## src/rtl/mem_port_arbiter.sv

```systemverilog
// Shares one single-ported, synchronous-read memory between instruction fetch and load/store.
// Data side has fixed priority; a consecutive-data-grant counter guarantees fetch progress.
module mem_port_arbiter #(
  parameter int WIDTH      = 32,
  parameter int ADDR_WIDTH = 28,
  parameter int MAX_DGRANT = 4
) (
  input  logic                  CLK,
  input  logic                  rst,
  input  logic                  if_req,
  input  logic [ADDR_WIDTH-1:0] if_addr,
  output logic [WIDTH-1:0]      if_rdata,
  output logic                  if_ack,
  input  logic                  d_req,
  input  logic                  d_we,
  input  logic [3:0]            d_be,
  input  logic [ADDR_WIDTH-1:0] d_addr,
  input  logic [WIDTH-1:0]      d_wdata,
  output logic [WIDTH-1:0]      d_rdata,
  output logic                  d_ack,
  output logic                  mem_en,
  output logic                  mem_we,
  output logic [3:0]            mem_be,
  output logic [ADDR_WIDTH-1:0] mem_addr,
  output logic [WIDTH-1:0]      mem_wdata,
  input  logic [WIDTH-1:0]      mem_rdata
);

  typedef enum logic [1:0] {OWN_NONE, OWN_IF, OWN_D} owner_t;

  localparam logic [3:0] DMAX = 4'(MAX_DGRANT);

  owner_t     owner;
  logic [3:0] dcnt;
  logic       d_store_q;
  logic       e_if;
  logic       e_d;
  logic       gnt_if;
  logic       gnt_d;

  // Acks and grants are suppressed while rst is high, so an access caught by reset is never acked.
  always_comb begin
    if_ack    = ~rst & (owner == OWN_IF);
    d_ack     = ~rst & (owner == OWN_D);
    if_rdata  = if_ack ? mem_rdata : '0;
    d_rdata   = (d_ack & ~d_store_q) ? mem_rdata : '0;
    e_if      = if_req & ~if_ack;
    e_d       = d_req & ~d_ack;
    gnt_d     = ~rst & e_d & ~(e_if & (dcnt == DMAX));
    gnt_if    = ~rst & e_if & ~gnt_d;
    mem_en    = 1'b0;
    mem_we    = 1'b0;
    mem_be    = 4'b0000;
    mem_addr  = '0;
    mem_wdata = '0;
    if (gnt_d) begin
      mem_en    = 1'b1;
      mem_we    = d_we;
      mem_be    = d_we ? d_be : 4'b0000;
      mem_addr  = d_addr;
      mem_wdata = d_wdata;
    end else if (gnt_if) begin
      mem_en   = 1'b1;
      mem_addr = if_addr;
    end
  end

  always_ff @(posedge CLK) begin
    if (rst) begin
      owner     <= OWN_NONE;
      dcnt      <= 4'd0;
      d_store_q <= 1'b0;
    end else begin
      if (gnt_d) begin
        owner     <= OWN_D;
        d_store_q <= d_we;
      end else if (gnt_if) begin
        owner <= OWN_IF;
      end else begin
        owner <= OWN_NONE;
      end
      if (gnt_if || !if_req) begin
        dcnt <= 4'd0;
      end else if (gnt_d && (dcnt != DMAX)) begin
        dcnt <= dcnt + 4'd1;
      end
    end
  end

endmodule

```

## config.mk

```make
export PLATFORM = sky130hd
export DESIGN_NAME = mem_port_arbiter
export DESIGN_NICKNAME = d
export VERILOG_FILES = /design/src/rtl/mem_port_arbiter.sv
export SDC_FILE = /design/constraint.sdc
export NUM_CORES = 1
export LEC_CHECK = 0
export CAP_MARGIN = 40
export CELL_PAD_IN_SITES_DETAIL_PLACEMENT = 2
export CELL_PAD_IN_SITES_GLOBAL_PLACEMENT = 2
export CORE_MARGIN = 3
export CORE_UTILIZATION = 10
export DETAILED_ROUTE_END_ITERATION = 16
export PLACE_DENSITY = 0.95
export SLEW_MARGIN = 5
export SYNTH_ARGS = -nofsm -noshare
export SYNTH_HDL_FRONTEND = slang
export SYNTH_SLANG_ARGS = --single-unit
export TNS_END_PERCENT = 100
```

## constraint.sdc

```tcl
create_clock -name CLK -period 3.2 [get_ports CLK]
set_clock_uncertainty 0.2 [all_clocks]
set_input_delay 0.64 -clock CLK [delete_from_list [all_inputs] [get_ports CLK]]
set_output_delay 0.64 -clock CLK [all_outputs]
set_load 0.05 [all_outputs]
```

After elaboration in Yosys (flattened, before gate mapping)
Index checks and enable logic that the tools add are counted.
{"block": "word_totals", "register_bits": 7, "latchBits": 0, "ram_bits": 0, "romBits": 0, "input_bits": 129, "memories": 0}
{"block": "classes", "n_addsub": 1, "mul": 0, "n_div": 0, "magnitude_cmp": 0, "n_eq_ne": 4, "shifts": 0, "muxes": 12, "n_bitwise": 16, "n_reduce_logical": 5}
{"operator": "32-bit two-way mux", "n": 3}
{"operator": "28-bit two-way mux", "n": 2}
{"operator": "1-bit AND", "n": 10}
{"operator": "4-bit two-way mux", "n": 2}
{"operator": "1-bit NOT", "n": 6}
{"operator": "4-bit by 1-bit adder with 4-bit output, second input constant", "n": 1}
{"operator": "4-bit by 3-bit equality test with 1-bit output, second input constant", "n": 1}
{"operator": "1-bit two-way mux", "n": 4}
{"operator": "4-bit by 3-bit != test with 1-bit output, second input constant", "n": 1}
{"operator": "2-bit OR reduction", "n": 2}
{"operator": "2-bit by 1-bit equality test with 1-bit output, second input constant", "n": 1}
{"operator": "2-bit equality test, second input constant", "n": 1}
{"operator": "2-bit two-way mux", "n": 1}
{"operator": "1-bit logical AND", "n": 1}
{"operator": "1-bit zero test", "n": 1}
{"operator": "1-bit logical OR", "n": 1}

Logic depth before layout (Yosys ltp)
{"block": "depth", "depth_word": 11, "mapped_depth": 8, "depth_no_buf": 6}

Least setup slack after synthesis
Ideal clock, no wire load.
{"block": "synth_timing", "path_kind": "input to output", "startpoint": "input rst", "endpoint": "output if_rdata[22]", "arrival_time_ns": 1.961, "required_ns": 2.360, "path_slack_ns": 0.399, "path_stages": 3, "path_buffers": 1, "cell_sequence": "nor2_1 > clkbuf_1 > and2_1"}
{"block": "synth_between", "elab_chain_cells": 3}
{"item": "start: declaration", "line_no": "9", "text": "input logic rst,"}
{"item": "1-bit NOT", "line_no": "43", "text": "if_ack = ~rst & (owner == OWN_IF);"}
{"item": "1-bit AND", "line_no": "43"}
{"item": "named net if_ack", "line_no": "13", "text": "output logic if_ack,"}
{"item": "32-bit two-way mux", "line_no": "45", "text": "if_rdata = if_ack ? mem_rdata : '0;"}
{"item": "end: declaration", "line_no": "12", "text": "output logic [WIDTH-1:0] if_rdata,"}
The timed path passes the listed nets, and every way through them passes these cells.

Worst setup path after layout
{"block": "layout_timing", "startpoint": "input if_req", "endpoint": "output mem_addr[13]"}
{"block": "layout_between", "elab_chain_cells": 8, "word_cells_on_any_way": 9, "cone_classes": "mux: 2; bitwise: 7"}
{"item": "start: declaration", "line_no": "10", "text": "input logic if_req,"}
{"item": "1-bit AND (*)", "line_no": "47", "text": "e_if = if_req & ~if_ack;"}
{"item": "1-bit AND", "line_no": "49", "text": "gnt_d = ~rst & e_d & ~(e_if & (dcnt == DMAX));"}
{"item": "1-bit NOT", "line_no": "49"}
{"item": "1-bit AND", "line_no": "49"}
{"item": "1-bit NOT", "line_no": "50", "text": "gnt_if = ~rst & e_if & ~gnt_d;"}
{"item": "1-bit AND", "line_no": "50"}
{"item": "28-bit two-way mux", "line_no": "62", "text": "end else if (gnt_if) begin"}
{"item": "28-bit two-way mux (*)", "line_no": "56", "text": "if (gnt_d) begin"}
{"item": "end: declaration", "line_no": "24", "text": "output logic [ADDR_WIDTH-1:0] mem_addr,"}
Mark *: on every way between the ends. The rest lies on a longest branch, timed or not.

==> results by group <==
Synthesis
  – Syn avg cell area: between 7 and 8 µm²
  – Yosys top cell by area: and2_1
  – Net Count, Synth: 319
  – Post-Syn Instances: between 150 and 200
  – Mapped Area: 1366 µm²
  – Yosys top cell area share: 44.41%
  – YS warnings: 0
  – Sequential fraction of the synthesis area: 10.26%
  – Post-synthesis register bit count: 7
  – Synth unique cells: 30
  – Synth top area cells: and2_1, a22o_1, dfxtp_1, and3_1, clkbuf_1

STA
  – RSZ-0062 raised after global routing: no
  – Endpoints failing setup: 0
  – Final hold vios: 0
  – Clock period minus worst slack: 3.067 ns
  – Worst slew pin tran: 0.3958 ns
  – Setup TNS: 0 ns
  – Max_slew headroom: 73.41%
  – Hold slack: roughly 0.36 ns
  – FMAX: 326.1 MHz
  – Period Utilization, post-route: 95.84%
  – Max-slew violation count: 0

Critical path
  – CP startpoint: if_req
  – CP arrival: around 2.2 ns
  – Crit path to: mem_addr[13]
  – Critical path endpoint category: output pin
  – CP Data Required Time: 2.36 ns
  – CP Max Fanout: 29
  – Reg2reg setup slack: approximately 1.1 ns
  – Setup crit start kind: primary input
  – FF-to-FF path depth: 7
  – RR Startpoint: dcnt[0]$_SDFFE_PP0P_
  – R2r endpoint: d_store_q$_SDFFE_PP0P_
  – Kind of critical path: in -> out

Power and ir drop
  – Logic pwr share: between 70 and 80%
  – Clock power frac: a little under a fifth
  – Reg power frac: 8.2%
  – Power Dens Cells: between 150 and 200 nW/µm²
  – Net Sw Frac: 39.20%
  – Power Total: between 0.001 and 0.0015 W
  – Lkg Pwr: 2.285 nW
  – Net Sw Power: 0.0004422 W
  – Max IR drop VDD: 167.2 µV
  – Int Pwr: 0.0006858 W

Global route
  – Total congestion overflow: 0
  – Vias in the first global route: 2,938
  – Gr usage total: between 10% and 20%
  – First-pass GRT wire length: about 19,000 µm
  – Antenna violations before repair: 0
  – Largest net degree at the start of global routing: 35

Floorplan
  – Die Width: 122.9 µm
  – Initial Util: between 10% and 20%
  – Ports: 261
  – Die H: 122.9 µm
  – Die ar.: about 15,000 µm²
  – Core footprint: 13,300 µm²
  – Row cnt: 42

Clock network
  – Clock Sink Count: 7
  – TritonCTS buffer count: 3
  – Clk slew on worst S/H paths: approximately 0.04 ns
  – Root Driver: clkbuf_16
  – Bufs on Longest Clock Path: 2
  – CTS tree: built
  – CTS H-tree lvls: 1
  – Post-CTS Hold Fix Bufs: 0
  – Worst skew pair latency: 0.23 ns

Route
  – Vias: 2,483
  – WL final: 12,800 µm
  – Number of nets still failing antenna checks after routing: 0
  – WL/cell: 20.51 µm
  – Drt pass-1 iters: 4
  – Initial drt markers: 57
  – Via/cell ratio: 3.979
  – Drt drc: 0

Layout
  – Layout Cells excl Fill: approximately 620
  – Area occupied by multi-input gates: between 1000 and 1500 µm²
  – Share of cells above drive strength 1: 34.38%
  – Layout Area Growth over Synthesis: 313.8%
  – Post-route cell area: 5654 µm²
  – Final net count: 580
  – Register Area: 140.1 µm²
  – N_diodes: 0
  – Fill count: 1,352

Place
  – Placed cells: 616
  – Hpwl dp: 11,100 µm
  – Port bufs: 260
  – Global placer's final weighted congestion: 0.8384
  – Post-DP Area: 5518 µm²

Job
  – Max Cap Viol: 0

Hold path
  – Hold Path Class: reg -> reg
  – Hold path start: dcnt[2]$_SDFFE_PP0P_

Status
  – Outcome: completed
[layer usage]
layer,GRT usage (%),vias to the layer above,routed length (µm)
li1,-,1153,-
met1,16.69,1190,4204
met2,34.03,126,7568
met3,2.836,14,805
met4,3.219,0,223
met5,0,-,0
[worst max-delay path: stages]
cell and delay, ns:
clkdlybuf4s50_1 0.49, nor2b_1 0.22, and3_4 0.45, a22o_1 0.26
buf_12 0.15
[Yosys cell counts]
cell       count
dfxtp_1        7
o21a_1         1
and3_1         5
nand3b_1       1
nor2_1         7
nor3_1         2
a22o_1        28
buf_2          3
nand4bb_4      1
a21oi_1        1
nand2b_1       2
nand3_1        1
and2_1        97
o2111ai_1      1
inv_1          2
mux2_2         1
clkbuf_2       2
a31oi_1        1
o31ai_1        2
mux2i_1        2
nor2b_1        3
ha_1           2
buf_4          1
clkbuf_1       8
nand2b_2       1
buf_6          2
xor2_1         1
nand4_1        1
and3_4         1
and3b_1        1
[power groups by stage]
stage	registers (W)	logic (W)	clock network (W)
6_report	0.0000928	0.000821	0.000214
5_1_grt	0.0000935	0.000854	0.000224
4_1_cts	0.0000929	0.000829	0.000217
3_5_place_dp	0.0000941	0.000817	0
3_3_place_gp	0.0000939	0.000791	0
2_1_floorplan	0.0000935	0.000318	0
[state kept, by name (all words and copies together) (netlist names)]
register	flops
dcnt	4
owner	2
d_store_q	1
[worst min-delay path by stage]
stage | to | slack [ns] | cells after the start
floorplan | dcnt[2]$_SDFFE_PP0P_ | 0.29 | 2
global placement | dcnt[2]$_SDFFE_PP0P_ | 0.31 | 2
detailed placement | dcnt[3]$_SDFFE_PP0P_ | 0.35 | 2
CTS | dcnt[3]$_SDFFE_PP0P_ | 0.36 | 2
global route | dcnt[2]$_SDFFE_PP0P_ | 0.41 | 2
finish | dcnt[2]$_SDFFE_PP0P_ | 0.36 | 2
[placed cells by master, fill, tap and decap left out]
cell type	Yosys	layout
o21a_1	1	1
inv_1	2	2
nor2b_1	3	3
and2_1	97	97
and3_4	1	2
ha_1	2	2
buf_4	1	10
nand2b_1	2	2
dfxtp_1	7	7
clkbuf_16	0	3
nand4bb_4	1	1
nor3_1	2	1
a21oi_1	1	1
o31ai_1	2	2
dlymetal6s2s_1	0	1
nand3_1	1	1
buf_16	0	1
nor2_1	7	7
and3_1	5	4
xor2_1	1	1
o2111ai_1	1	1
mux2_2	1	1
and3b_1	1	1
a31oi_4	0	1
nand4_1	1	1
clkbuf_1	8	1
mux2i_1	2	2
nand3b_1	1	1
nor3_2	0	1
nand2b_2	1	1
buf_12	0	133
a22o_1	28	28
clkdlybuf4s50_1	0	127
[cell type report]
| cell class | instances | area share [%] |
|---|---|---|
| Inverter | 2 | 0.1328 |
| Timing Repair Buffer | 272 | 71.61 |
| Tap cell | 176 | 3.895 |
| Sequential cell | 7 | 2.478 |
| Clock buffer | 4 | 1.394 |
| Multi-Input combinational cell | 163 | 20.49 |
[cells by family after synthesis]
family / share of synthesized area (%)
buffers and inverters: 6.777
muxes: 2.289
AOI/OAI and AO/OA: 21.06
DFF: 10.26
adders and majority gates: 1.831
xor gates and xnor gates: 0.6411
and+or+nand+nor: 57.14
[stage by stage]
stage | utilization, % | setup slack [ns]
after detailed placement | 41.50 | -0.007654
after global placement | 41.50 | 0.1031
after global routing | 42.53 | 0.02815
final | 42.53 | 0.1332
after CTS | 42.47 | 0.05922
after floorplan | - | 0.3994
[timing repair]
item                       4_1_cts  5_1_grt
setup endpoints to repair        9       65
setup buffers                    3        0
resized for setup                1        2
cloned                           1        0
Note: power is estimated with default switching activity, not from simulation.
